--- config.mk ---
export PLATFORM = sky130hd
export DESIGN_NAME = writeback_unit_flat
export DESIGN_NICKNAME = d
export VERILOG_FILES = /design/src/rtl/writeback_unit_if.sv /design/src/rtl/writeback_unit.sv /design/src/flat_wrapper.sv
export SDC_FILE = /design/constraint.sdc
export NUM_CORES = 1
export LEC_CHECK = 0
export CORE_ASPECT_RATIO = 0.9
export CORE_MARGIN = 2
export CORE_UTILIZATION = 48
export CTS_CLUSTER_SIZE = 14
export DETAILED_ROUTE_END_ITERATION = 10
export MAX_ROUTING_LAYER = met4
export PLACE_DENSITY = 0.88
export SLEW_MARGIN = 5
export SYNTH_ARGS = -nofsm -noshare
export SYNTH_HDL_FRONTEND = slang
export SYNTH_SLANG_ARGS = --single-unit
--- constraint.sdc ---
create_clock -name clk -period 3.7 [get_ports clk]
set_input_delay 0.74 -clock clk [delete_from_list [all_inputs] [get_ports clk]]
set_output_delay 0.74 -clock clk [all_outputs]
set_load 0.01 [all_outputs]
--- src/rtl/writeback_unit_if.sv ---
// Writeback bundle: execute handshake, memory response, decode hazard query, register-file write port.
// Latency: n/a (wires only).
// Backpressure: ex_ready from the writeback side stalls execute; the memory response cannot be stalled.
// Ports (signals): ex_valid/ex_ready/ex_is_load/ex_funct3/ex_addr_lsb/ex_rd_addr/ex_result,
//   mem_rvalid/mem_rdata, rs1_addr/rs2_addr/hazard, w_en/rd_addr/rd_write_data, load_err.
interface writeback_unit_if #(
  parameter int RF_ADDR_LEN = 5,
  parameter int RF_DATA_LEN = 32
);
  logic                   ex_valid;
  logic                   ex_ready;
  logic                   ex_is_load;
  logic [2:0]             ex_funct3;
  logic [1:0]             ex_addr_lsb;
  logic [RF_ADDR_LEN-1:0] ex_rd_addr;
  logic [RF_DATA_LEN-1:0] ex_result;
  logic                   mem_rvalid;
  logic [RF_DATA_LEN-1:0] mem_rdata;
  logic [RF_ADDR_LEN-1:0] rs1_addr;
  logic [RF_ADDR_LEN-1:0] rs2_addr;
  logic                   hazard;
  logic                   w_en;
  logic [RF_ADDR_LEN-1:0] rd_addr;
  logic [RF_DATA_LEN-1:0] rd_write_data;
  logic                   load_err;

  // Driven by execute/memory/decode (the environment).
  modport master (
    output ex_valid, ex_is_load, ex_funct3, ex_addr_lsb, ex_rd_addr, ex_result,
    output mem_rvalid, mem_rdata, rs1_addr, rs2_addr,
    input  ex_ready, hazard, w_en, rd_addr, rd_write_data, load_err
  );

  // The writeback unit itself.
  modport slave (
    input  ex_valid, ex_is_load, ex_funct3, ex_addr_lsb, ex_rd_addr, ex_result,
    input  mem_rvalid, mem_rdata, rs1_addr, rs2_addr,
    output ex_ready, hazard, w_en, rd_addr, rd_write_data, load_err
  );
endinterface

--- src/rtl/writeback_unit.sv ---
// Writeback stage: registers ALU results, waits for one load response and extends it, flags RAW hazards.
// Latency: 1 cycle ex_valid->w_en for ALU ops; 1 cycle mem_rvalid->w_en for loads.
// Backpressure: ex_ready is low for the whole load wait; a silent memory aborts after LOAD_TIMEOUT cycles.
// Ports: clk, rst (async active-high), wb (slave side of writeback_unit_if).
module writeback_unit #(
  parameter int RF_ADDR_LEN  = 5,
  parameter int RF_DATA_LEN  = 32,
  parameter int LOAD_TIMEOUT = 16
) (
  input logic             clk,
  input logic             rst,
  writeback_unit_if.slave wb
);
  localparam int CNT_W = $clog2(LOAD_TIMEOUT) + 1;
  localparam logic [CNT_W-1:0] CNT_LAST = CNT_W'(LOAD_TIMEOUT - 1);

  typedef enum logic {IDLE, WAIT_LOAD} state_t;

  state_t                 state;
  logic [CNT_W-1:0]       cnt;
  logic [RF_ADDR_LEN-1:0] pend_rd;
  logic [2:0]             pend_funct3;
  logic [1:0]             pend_lsb;

  logic                   load_ok;
  logic [7:0]             ld_byte;
  logic [15:0]            ld_half;
  logic [RF_DATA_LEN-1:0] ld_value;
  logic                   haz1;
  logic                   haz2;

  assign wb.ex_ready = (state == IDLE);

  // Load legality: unknown funct3 or a misaligned half/word is rejected at accept time.
  always_comb begin
    load_ok = 1'b0;
    case (wb.ex_funct3)
      3'd0, 3'd4: load_ok = 1'b1;
      3'd1, 3'd5: load_ok = ~wb.ex_addr_lsb[0];
      3'd2:       load_ok = (wb.ex_addr_lsb == 2'd0);
      default:    load_ok = 1'b0;
    endcase
  end

  // Pick the addressed byte/half out of the aligned word, then extend by load type.
  always_comb begin
    ld_byte = 8'h00;
    case (pend_lsb)
      2'd0:    ld_byte = wb.mem_rdata[7:0];
      2'd1:    ld_byte = wb.mem_rdata[15:8];
      2'd2:    ld_byte = wb.mem_rdata[23:16];
      default: ld_byte = wb.mem_rdata[31:24];
    endcase
    ld_half = pend_lsb[1] ? wb.mem_rdata[31:16] : wb.mem_rdata[15:0];
    ld_value = wb.mem_rdata;
    case (pend_funct3)
      3'd0:    ld_value = {{(RF_DATA_LEN-8){ld_byte[7]}}, ld_byte};
      3'd1:    ld_value = {{(RF_DATA_LEN-16){ld_half[15]}}, ld_half};
      3'd4:    ld_value = {{(RF_DATA_LEN-8){1'b0}}, ld_byte};
      3'd5:    ld_value = {{(RF_DATA_LEN-16){1'b0}}, ld_half};
      default: ld_value = wb.mem_rdata;
    endcase
  end

  // Hazard covers both the register still owed by a pending load and the one
  // being written this cycle (the register file has not absorbed it yet).
  assign haz1 = (wb.rs1_addr != '0) &&
                (((state == WAIT_LOAD) && (wb.rs1_addr == pend_rd)) ||
                 (wb.w_en && (wb.rs1_addr == wb.rd_addr)));
  assign haz2 = (wb.rs2_addr != '0) &&
                (((state == WAIT_LOAD) && (wb.rs2_addr == pend_rd)) ||
                 (wb.w_en && (wb.rs2_addr == wb.rd_addr)));
  assign wb.hazard = haz1 | haz2;

  always_ff @(posedge clk or posedge rst) begin
    if (rst) begin
      state            <= IDLE;
      cnt              <= '0;
      pend_rd          <= '0;
      pend_funct3      <= '0;
      pend_lsb         <= '0;
      wb.w_en          <= 1'b0;
      wb.rd_addr       <= '0;
      wb.rd_write_data <= '0;
      wb.load_err      <= 1'b0;
    end else begin
      // Writes and errors are single-cycle pulses.
      wb.w_en     <= 1'b0;
      wb.load_err <= 1'b0;
      case (state)
        IDLE: begin
          if (wb.ex_valid) begin
            if (!wb.ex_is_load) begin
              wb.w_en          <= (wb.ex_rd_addr != '0);
              wb.rd_addr       <= wb.ex_rd_addr;
              wb.rd_write_data <= wb.ex_result;
            end else if (load_ok) begin
              pend_rd     <= wb.ex_rd_addr;
              pend_funct3 <= wb.ex_funct3;
              pend_lsb    <= wb.ex_addr_lsb;
              cnt         <= '0;
              state       <= WAIT_LOAD;
            end else begin
              wb.load_err <= 1'b1;
            end
          end
        end
        WAIT_LOAD: begin
          // A response arriving on the expiry cycle still completes the load.
          if (wb.mem_rvalid) begin
            wb.w_en          <= (pend_rd != '0);
            wb.rd_addr       <= pend_rd;
            wb.rd_write_data <= ld_value;
            state            <= IDLE;
          end else if (cnt == CNT_LAST) begin
            wb.load_err <= 1'b1;
            state       <= IDLE;
          end else begin
            cnt <= cnt + 1'b1;
          end
        end
        default: state <= IDLE;
      endcase
    end
  end
endmodule

--- src/flat_wrapper.sv ---
// flat-port wrapper written by rule: the top's interface ports become plain ports
module writeback_unit_flat 
#(
  parameter int RF_ADDR_LEN  = 5,
  parameter int RF_DATA_LEN  = 32,
  parameter int LOAD_TIMEOUT = 16
)
  (clk, rst, wb_ex_valid, wb_ex_is_load, wb_ex_funct3, wb_ex_addr_lsb, wb_ex_rd_addr, wb_ex_result, wb_mem_rvalid, wb_mem_rdata, wb_rs1_addr, wb_rs2_addr, wb_ex_ready, wb_hazard, wb_w_en, wb_rd_addr, wb_rd_write_data, wb_load_err);
  writeback_unit_if #(.RF_ADDR_LEN(RF_ADDR_LEN), .RF_DATA_LEN(RF_DATA_LEN)) wb_i ();
  input logic clk;
  input logic rst;
  input wire logic [$bits(wb_i.ex_valid)-1:0] wb_ex_valid;
  input wire logic [$bits(wb_i.ex_is_load)-1:0] wb_ex_is_load;
  input wire logic [$bits(wb_i.ex_funct3)-1:0] wb_ex_funct3;
  input wire logic [$bits(wb_i.ex_addr_lsb)-1:0] wb_ex_addr_lsb;
  input wire logic [$bits(wb_i.ex_rd_addr)-1:0] wb_ex_rd_addr;
  input wire logic [$bits(wb_i.ex_result)-1:0] wb_ex_result;
  input wire logic [$bits(wb_i.mem_rvalid)-1:0] wb_mem_rvalid;
  input wire logic [$bits(wb_i.mem_rdata)-1:0] wb_mem_rdata;
  input wire logic [$bits(wb_i.rs1_addr)-1:0] wb_rs1_addr;
  input wire logic [$bits(wb_i.rs2_addr)-1:0] wb_rs2_addr;
  output wire logic [$bits(wb_i.ex_ready)-1:0] wb_ex_ready;
  output wire logic [$bits(wb_i.hazard)-1:0] wb_hazard;
  output wire logic [$bits(wb_i.w_en)-1:0] wb_w_en;
  output wire logic [$bits(wb_i.rd_addr)-1:0] wb_rd_addr;
  output wire logic [$bits(wb_i.rd_write_data)-1:0] wb_rd_write_data;
  output wire logic [$bits(wb_i.load_err)-1:0] wb_load_err;
  assign wb_i.ex_valid = wb_ex_valid;
  assign wb_i.ex_is_load = wb_ex_is_load;
  assign wb_i.ex_funct3 = wb_ex_funct3;
  assign wb_i.ex_addr_lsb = wb_ex_addr_lsb;
  assign wb_i.ex_rd_addr = wb_ex_rd_addr;
  assign wb_i.ex_result = wb_ex_result;
  assign wb_i.mem_rvalid = wb_mem_rvalid;
  assign wb_i.mem_rdata = wb_mem_rdata;
  assign wb_i.rs1_addr = wb_rs1_addr;
  assign wb_i.rs2_addr = wb_rs2_addr;
  assign wb_ex_ready = wb_i.ex_ready;
  assign wb_hazard = wb_i.hazard;
  assign wb_w_en = wb_i.w_en;
  assign wb_rd_addr = wb_i.rd_addr;
  assign wb_rd_write_data = wb_i.rd_write_data;
  assign wb_load_err = wb_i.load_err;
  writeback_unit #(.RF_ADDR_LEN(RF_ADDR_LEN), .RF_DATA_LEN(RF_DATA_LEN), .LOAD_TIMEOUT(LOAD_TIMEOUT)) u_core (.clk(clk), .rst(rst), .wb(wb_i));
endmodule
== After elaboration in Yosys (flattened, before gate mapping) ==
Index checks and enable logic that the tools add are counted.
Operators by class
  add/subtract/negate cells: 1
  eq/ne operators: 21
  multiplexer cells: 34
  bitwise operators: 3
  reductions and logical operators: 21
Operators with widths (count)
  $pmux 32 s4: 1
  $mux 32: 3
  $pmux 32 s2: 1
  $mux 5: 8
  $pmux 8 s3: 1
  $eq 5x5->1: 4
  $pmux 5 s2: 2
  $reduce_bool 5->1: 4
  $mux 16: 1
  $mux 1: 13
  $eq 3x3->1 const B: 4
  $ne 2x2->1 const B: 6
  $eq 3x1->1 const B: 2
  $logic_and 1x1->1: 6
  $logic_not 3->1: 2
  $pmux 1 s2: 3
  $add 5x1->5 const B: 1
  $eq 5x4->1 const B: 1
  $reduce_and 5->1: 1
  $logic_not 2->1: 2
  $reduce_and 4->1: 1
  $reduce_or 2->1: 2
  $eq 3x2->1 const B: 1
  $pmux 1 s3: 1
  other kinds (7): 9
Word-level totals
  register bits after elaboration: 55
  bits of input ports: 89
  word-level logic and storage cells: 89

== Logic depth before layout (Yosys ltp) ==
Gate-level depths: netlist of run 1.
  word-level depth: 7
  mapped depth: 7
  depth with buffers taken out: 7

== Worst setup path before layout of run 1 ==
OpenSTA, ideal clock, no wires.
  kind: input to output
  start: input wb_rs2_addr[3]
  end: output wb_hazard
  arrival: 1490 ps
  data required time: 2960 ps
  path slack: 1470 ps
  stages: 4
  buffers on the path: 0
  cell sequence: xor2_1 -> nor4_1 -> a32oi_1 -> o22ai_1
On the way
  word-level cells in the longest chain between the ends: 5
  elaborated cells between the ends (all ways): 8
  those cells by class: eq/ne (2); bitwise (1); reduce/logical (5)
RTL lines
  from (decl): RTL line flat_wrapper.sv:21  | input wire logic [$bits(wb_i.rs2_addr)-1:0] wb_rs2_addr;
  $eq 5x5->1 (on tied branches): RTL line writeback_unit.sv:71, writeback_unit.sv:72
  $logic_and 1x1->1 (on tied branches): RTL line writeback_unit.sv:71, writeback_unit.sv:72
  $logic_or 1x1->1: RTL line writeback_unit.sv:71  | (((state == WAIT_LOAD) && (wb.rs2_addr == pend_rd)) ||
  $logic_and 1x1->1 *: RTL line writeback_unit.sv:70  | assign haz2 = (wb.rs2_addr != '0) &&
  $or 1x1->1 *: RTL line writeback_unit.sv:73  | assign wb.hazard = haz1 | haz2;
  to (decl): RTL line flat_wrapper.sv:23  | output wire logic [$bits(wb_i.hazard)-1:0] wb_hazard;
Mark *: on every way between the ends. The rest lies on a longest branch, timed or not.

== Worst setup path after layout of run 1 ==
  start: input wb_rs1_addr[1]
  end: output wb_hazard
On the way
  word-level cells in the longest chain between the ends: 5
  elaborated cells between the ends (all ways): 8
  those cells by class: eq/ne (2); bitwise (1); reduce/logical (5)
RTL lines
  from (decl): RTL line flat_wrapper.sv:20  | input wire logic [$bits(wb_i.rs1_addr)-1:0] wb_rs1_addr;
  $eq 5x5->1 (on tied branches): RTL line writeback_unit.sv:68, writeback_unit.sv:69
  $logic_and 1x1->1 (on tied branches): RTL line writeback_unit.sv:68, writeback_unit.sv:69
  $logic_or 1x1->1: RTL line writeback_unit.sv:68  | (((state == WAIT_LOAD) && (wb.rs1_addr == pend_rd)) ||
  $logic_and 1x1->1 *: RTL line writeback_unit.sv:67  | assign haz1 = (wb.rs1_addr != '0) &&
  $or 1x1->1 *: RTL line writeback_unit.sv:73
Marked as above.

==> results.sh, run 1 <==
export IMPL_place_area_sq_um=4750
export IMPL_numPortBuffers=129
export IMPL_drcViolationCount=0
export IMPL_ctsHoldBuffers=0
export IMPL_setup_tns_ps=0
export IMPL_rows=29
export IMPL_swShare=0.350
export IMPL_min_period_over_period=0.880
export IMPL_wirelength_microns=10400
export IMPL_cts_tree="yes"
export IMPL_num_io_pins=130
export IMPL_finalSetupViolCount=0
export IMPL_total_leakage_power_nw=1.94
export IMPL_yosysSeqAreaShare=0.403
export IMPL_crit_family="buffers and inverters"
export IMPL_antenna_found_initial=0
export IMPL_r2r_start="u_core.state$_DFF_PP0_"
export IMPL_peakVddDrop_mv=0.213
export IMPL_clkSinkCount=55
export IMPL_hold_viol_final=0
export IMPL_core_sq_um=6970
export IMPL_slew_headroom=0.248
export IMPL_internal_power_w=0.00141
export IMPL_cts_resized=0
export IMPL_synth_top_area_share=0.403
export IMPL_power_density_nw_per_um2=447
export IMPL_fp_dieW_microns=92.9
export IMPL_max_freq_mhz=307
export IMPL_vias=3368
export IMPL_route_antenna_remaining_nets=0
export IMPL_p_sw_w=0.000759
export IMPL_fin_skew_ps=4.25
export IMPL_yosys_most_used_dff="dfrtp_1"
export IMPL_mostFrequentLayoutCells="clkdlybuf4s50_1 (129), dfrtp_1 (55), nand2_1 (38)"
export IMPL_start_kind="input port"
export IMPL_worstMarginPinSlew_ps=1130
export IMPL_crit_arrival_ps=2520
export IMPL_grt_max_degree=40
export IMPL_end_kind="output port"
export IMPL_hpwl_microns=7650
export IMPL_clk_transition_reported_paths_ps=90
export IMPL_overflow=0
export IMPL_cts_root_buf="clkbuf_8"
export IMPL_drt_iter0_drc=310
export IMPL_multi_input_area_sq_um=1900
export IMPL_final_common_cell="clkdlybuf4s50_1"
export IMPL_gp_congestion=0.831
export IMPL_grt_pass1_vias=3392
export IMPL_antenna_cells=0
export IMPL_syn_to_final_growth_pct=41.9
export IMPL_cts_buffers=5
export IMPL_avgSynthCellArea_sq_um=9.39
export IMPL_clk_latency_ps=300
export IMPL_fin_crit_ps=3260
export IMPL_synth_top_area_cell="dfrtp_1"
export IMPL_p_comb_frac=0.401
export IMPL_fillers=523
export IMPL_die_h_microns=84.0
export IMPL_status="complete, no violations"
export IMPL_wl_per_cell_microns=18.0
export IMPL_design_area_sq_um=4850
export IMPL_hold_start="u_core.cnt[0]$_DFFE_PP0P_"
export IMPL_start_util=0.490
export IMPL_crit_top_cell="clkdlybuf4s50_1"
export IMPL_via_per_inst=5.85
export IMPL_slew_viol_final=0
export IMPL_cp_max_fo=3
export IMPL_p_clk_frac=0.168
export IMPL_synth_nets=455
export IMPL_required_ps=2960
export IMPL_netlist_top_cells_area="dfrtp_1 (40%), nor3_1 (5.1%), xor2_1 (5.1%)"
export IMPL_grt_pass1_wl_microns=17100
export IMPL_cts_setup_buffers=0
export IMPL_drive_gt1_frac=0.0807
export IMPL_crit_type="in -> out"
export IMPL_syn_area_sq_um=3420
export IMPL_hold_path_class="reg -> reg"
export IMPL_synthArstFlopShare=1.00
export IMPL_synth_cell_types=46
export IMPL_drv_cap=0
export IMPL_ff_latch_area_sq_um=1380
export IMPL_rsz0062_at_grt="no"
export IMPL_drt_first_pass_iters=6
export IMPL_yosys_register_bits=55
export IMPL_synth_edff_count=0
export IMPL_crit_chain="clkdlybuf4s50_1 > xor2_1 > nor4_1 > a32oi_1 > o22ai_1 > clkdlybuf4s50_1"
export IMPL_crit_path_top_delay_cell="clkdlybuf4s50_1"
export IMPL_syn_inst=364
export IMPL_whs_ps=524
export IMPL_grt_use_total=0.283
export IMPL_finalNetCount=573
export IMPL_cp_num_buf_inv=2
export IMPL_clockBufferDepth=2
export IMPL_slowest_delay_ps=550
export IMPL_dieArea_sq_um=7810
export IMPL_yosysWarnings=0
export IMPL_seqPwrFrac=0.431
export IMPL_crit_start="wb_rs1_addr[1]"
export IMPL_ctsHtreeMaxLevel=2
synthesized netlist by cell type, drive strengths merged, types with 6 or more instances:
library cell  number
o21bai             8
a22oi              8
nand2             38
o21ai             20
buf               15
nor3              35
nor2              15
mux2i             16
mux2               9
and3               9
o221ai             8
a21o              10
dfrtp             55
xor2              20
clkbuf             9
nand3              9
or3                9
a211oi            17
or4                6
a21oi             16
flip-flops by register name (all words and copies together) (netlist names):
| signal | count |
|---|---|
| u_core.cnt | 5 |
| u_core.pend_funct3 | 3 |
| u_core.pend_lsb | 2 |
| u_core.pend_rd | 5 |
| u_core.state | 1 |
| u_core.wb.load_err | 1 |
| u_core.wb.rd_addr | 5 |
| u_core.wb.rd_write_data | 32 |
| u_core.wb.w_en | 1 |
per-layer routing:
layer / wire (microns) / part of all wire / track usage
met5: 0 / 0 / -
met4: 130 / 0.013 / 0.0682
met3: 873 / 0.084 / 0.0596
met2: 4930 / 0.47 / 0.446
met1: 4450 / 0.43 / 0.375
layout make-up:
cell class,count,area share
Tap cell,93,0.0240
Inverter,4,0.00310
Clock buffer,8,0.0206
Sequential cell,55,0.284
Timing Repair Buffer,135,0.276
Multi-Input combinational cell,281,0.393
stage by stage:
step / cells / utilization / setup WS, ps / power, W
final: 576 / 0.696 / 442 / 0.00217
after global routing: 576 / 0.696 / 327 / 0.00230
after CTS: 576 / 0.696 / 442 / 0.00217
after detailed placement: 568 / 0.682 / 447 / 0.00181
after global placement: 568 / 0.682 / 510 / 0.00178
after floorplan: 364 / - / 1470 / 0.00136
final timing paths:
check / to / slack, ps / cells past startpoint
worst min-delay path: u_core.cnt[0]$_DFFE_PP0P_ / 520 / 1
worst min register to register: u_core.cnt[0]$_DFFE_PP0P_ / 520 / 1
worst max register to register: u_core.wb.rd_write_data[30]$_DFFE_PP0P_ / 1190 / 5
worst max-delay path: wb_hazard / 440 / 6
min in group asynchronous: u_core.wb.rd_write_data[29]$_DFFE_PP0P_ / 880 / 2
max in group asynchronous: u_core.pend_lsb[1]$_DFFE_PP0P_ / 2030 / 3
cell families after synthesis:
family / synth area share
and+or+nand+nor: 0.209
AOI/OAI and AO/OA: 0.204
DFF: 0.403
buffers and inverters: 0.0399
muxes: 0.0809
xor gates and xnor gates: 0.0564
adders and majority gates: 0.00732
power by group through the flow:
stage                     combinational [W]  sequential (W)  clock [W]
after detailed placement           0.000870        0.000941          0
after floorplan                    0.000455        0.000908          0
after global routing               0.000948        0.000960   0.000395
after global placement             0.000846        0.000935          0
after CTS                          0.000873        0.000931   0.000368
final                              0.000870        0.000934   0.000364
Power figures use the tool's default switching activity.
==> run 2, diff against run 1 <==
--- a/config.mk
+++ b/config.mk
@@ -11,7 +11,7 @@
 export CTS_CLUSTER_SIZE = 14
 export DETAILED_ROUTE_END_ITERATION = 10
 export MAX_ROUTING_LAYER = met4
-export PLACE_DENSITY = 0.88
+export PLACE_DENSITY = 0.87
 export SLEW_MARGIN = 5
 export SYNTH_ARGS = -nofsm -noshare
 export SYNTH_HDL_FRONTEND = slang
==> run 2 against run 1 <==
Die area unchanged; cell area shrank 0.23%; sequential power hardly changed; core utilization down 0.16 points; worst setup slack worse by 1.6 ps; total power down 0.91%; routed wire length rose by 2.1%; count of clock-buffer cells in the layout decreased by 3; first-iteration DRC count shrank 11%; critical path type unchanged; largest power group unchanged; highest routed layer unchanged.
==> results.sh, run 2 (synthesized netlist as in run 1, its figures left out) <==
export IMPL_largest_reg_flops=32
export IMPL_slowest_delay_ps=550
export IMPL_required_ps=2960
export IMPL_clockBufferDepth=2
export IMPL_gp_congestion=0.851
export IMPL_finalNonFillerCells=576
export IMPL_grt_pass1_vias=3406
export IMPL_crit_top_cell="clkdlybuf4s50_1"
export IMPL_rows=29
export IMPL_grt_max_degree=40
export IMPL_ctsHtreeMaxLevel=2
export IMPL_fp_dieW_microns=92.9
export IMPL_ctsHoldBuffers=0
export IMPL_grt_use_total=0.280
export IMPL_hold_path_end="u_core.cnt[0]$_DFFE_PP0P_"
export IMPL_drt_first_pass_iters=5
export IMPL_cp_num_buf_inv=2
export IMPL_hpwl_microns=7730
export IMPL_die_h_microns=84.0
export IMPL_antenna_found_initial=0
export IMPL_crit_chain="clkdlybuf4s50_1 > xor2_1 > nor4_1 > a32oi_1 > o22ai_1 > clkdlybuf4s50_1"
export IMPL_clk_transition_reported_paths_ps=100
export IMPL_cts_buffers=5
export IMPL_reg2reg_slack_ps=1240
export IMPL_setup_tns_ps=0
export IMPL_route_antenna_remaining_nets=0
export IMPL_wl_per_cell_microns=18.4
export IMPL_finalSetupViolCount=0
export IMPL_crit_arrival_ps=2520
export IMPL_syn_to_final_growth_pct=41.6
export IMPL_r2r_start="u_core.state$_DFF_PP0_"
export IMPL_overflow=0
export IMPL_end_kind="output port"
export IMPL_final_common_cell="clkdlybuf4s50_1"
export IMPL_vias=3379
export IMPL_cp_max_fo=3
export IMPL_start_kind="input port"
export IMPL_drive_gt1_frac=0.0828
export IMPL_wirelength_microns=10600
export IMPL_core_sq_um=6970
export IMPL_r2r_end="u_core.wb.rd_write_data[7]$_DFFE_PP0P_"
export IMPL_cts_root_buf="clkbuf_8"
export IMPL_antenna_cells=0
export IMPL_total_leakage_power_nw=1.93
export IMPL_crit_path_top_delay_cell="clkdlybuf4s50_1"
export IMPL_largest_register="u_core.wb.rd_write_data"
export IMPL_clk_latency_ps=310
export IMPL_hold_start="u_core.cnt[0]$_DFFE_PP0P_"
export IMPL_cts_resized=0
export IMPL_r2r_cells=6
export IMPL_power_density_nw_per_um2=444
export IMPL_hold_path_class="reg -> reg"
export IMPL_fin_skew_ps=6.36
export IMPL_peakVddDrop_mv=0.213
export IMPL_hold_viol_final=0
export IMPL_status="complete, no violations"
export IMPL_drcViolationCount=0
export IMPL_crit_family="buffers and inverters"
export IMPL_min_period_over_period=0.881
export IMPL_finalNetCount=573
export IMPL_numPortBuffers=129
export IMPL_mostFrequentLayoutCells="clkdlybuf4s50_1 (129), dfrtp_1 (55), nand2_1 (38)"
export IMPL_max_freq_mhz=307
export IMPL_grt_pass1_wl_microns=16900
export IMPL_hold_depth=1
export IMPL_power_w=0.00215
export IMPL_drv_cap=0
export IMPL_cts_tree="yes"
export IMPL_fin_crit_ps=3260
export IMPL_drt_iter0_drc=276
export IMPL_cts_setup_buffers=0
export IMPL_placed_cells=568
export IMPL_rsz0062_at_grt="no"
export IMPL_dieArea_sq_um=7810
export IMPL_final_util=0.694
export IMPL_crit_type="in -> out"
export IMPL_slew_viol_final=0
export IMPL_worstMarginPinSlew_ps=1150
export IMPL_via_per_inst=5.87
export IMPL_clkSinkCount=55
export IMPL_slew_headroom=0.233
export IMPL_num_io_pins=130
export IMPL_start_util=0.490
[run 2: changes by cell type in the layout (fill, tap and decap cells not counted)]
cell        previous run  this run
clkbuf_1               1         0
clkinv_2               0         1
clkinvlp_4             0         2
clkbuf_8               7         5
[run 2: worst max path at each step]
stage	from	cells past startpoint	end
after floorplan	wb_rs2_addr[3]	4	wb_hazard
after global placement	wb_rs2_addr[3]	6	wb_hazard
after detailed placement	wb_rs2_addr[3]	6	wb_hazard
after CTS	wb_rs2_addr[3]	6	wb_hazard
after global routing	wb_rs2_addr[2]	6	wb_hazard
final	wb_rs2_addr[2]	6	wb_hazard
[run 2: layout make-up]
type	instances	area (sq um)
fillers	555	2130
multi-input cells	281	1900
flip-flops and latches	55	1380
repair buffers	135	1340
well taps	93	116
clock buffers	5	68.8
clock inverters	3	20.0
inverters	4	15.0
[run 2: metal layers]
layer  global-route usage  share of wire
met1                0.372           0.42
met2                0.451           0.48
met3               0.0416          0.080
met4               0.0775          0.015
met5                    -              0
[run 2: where the power goes]
group          total, W  internal (W)  leakage, nW  switching [W]
Combinational  0.000871      0.000492         1.24       0.000379
Clock          0.000339      0.000132       0.0402       0.000207
Sequential     0.000937      0.000744        0.650       0.000193
Total           0.00215       0.00137         1.93       0.000779
[run 2: metrics by stage]
stage / worst slack, ps / hold WS, ps / cell area (sq um)
floorplan: 1470 / 478 / 3420
global placement: 500 / 497 / 4750
detailed placement: 441 / 508 / 4750
CTS: 437 / 526 / 4840
global route: 338 / 539 / 4840
finish: 441 / 523 / 4840
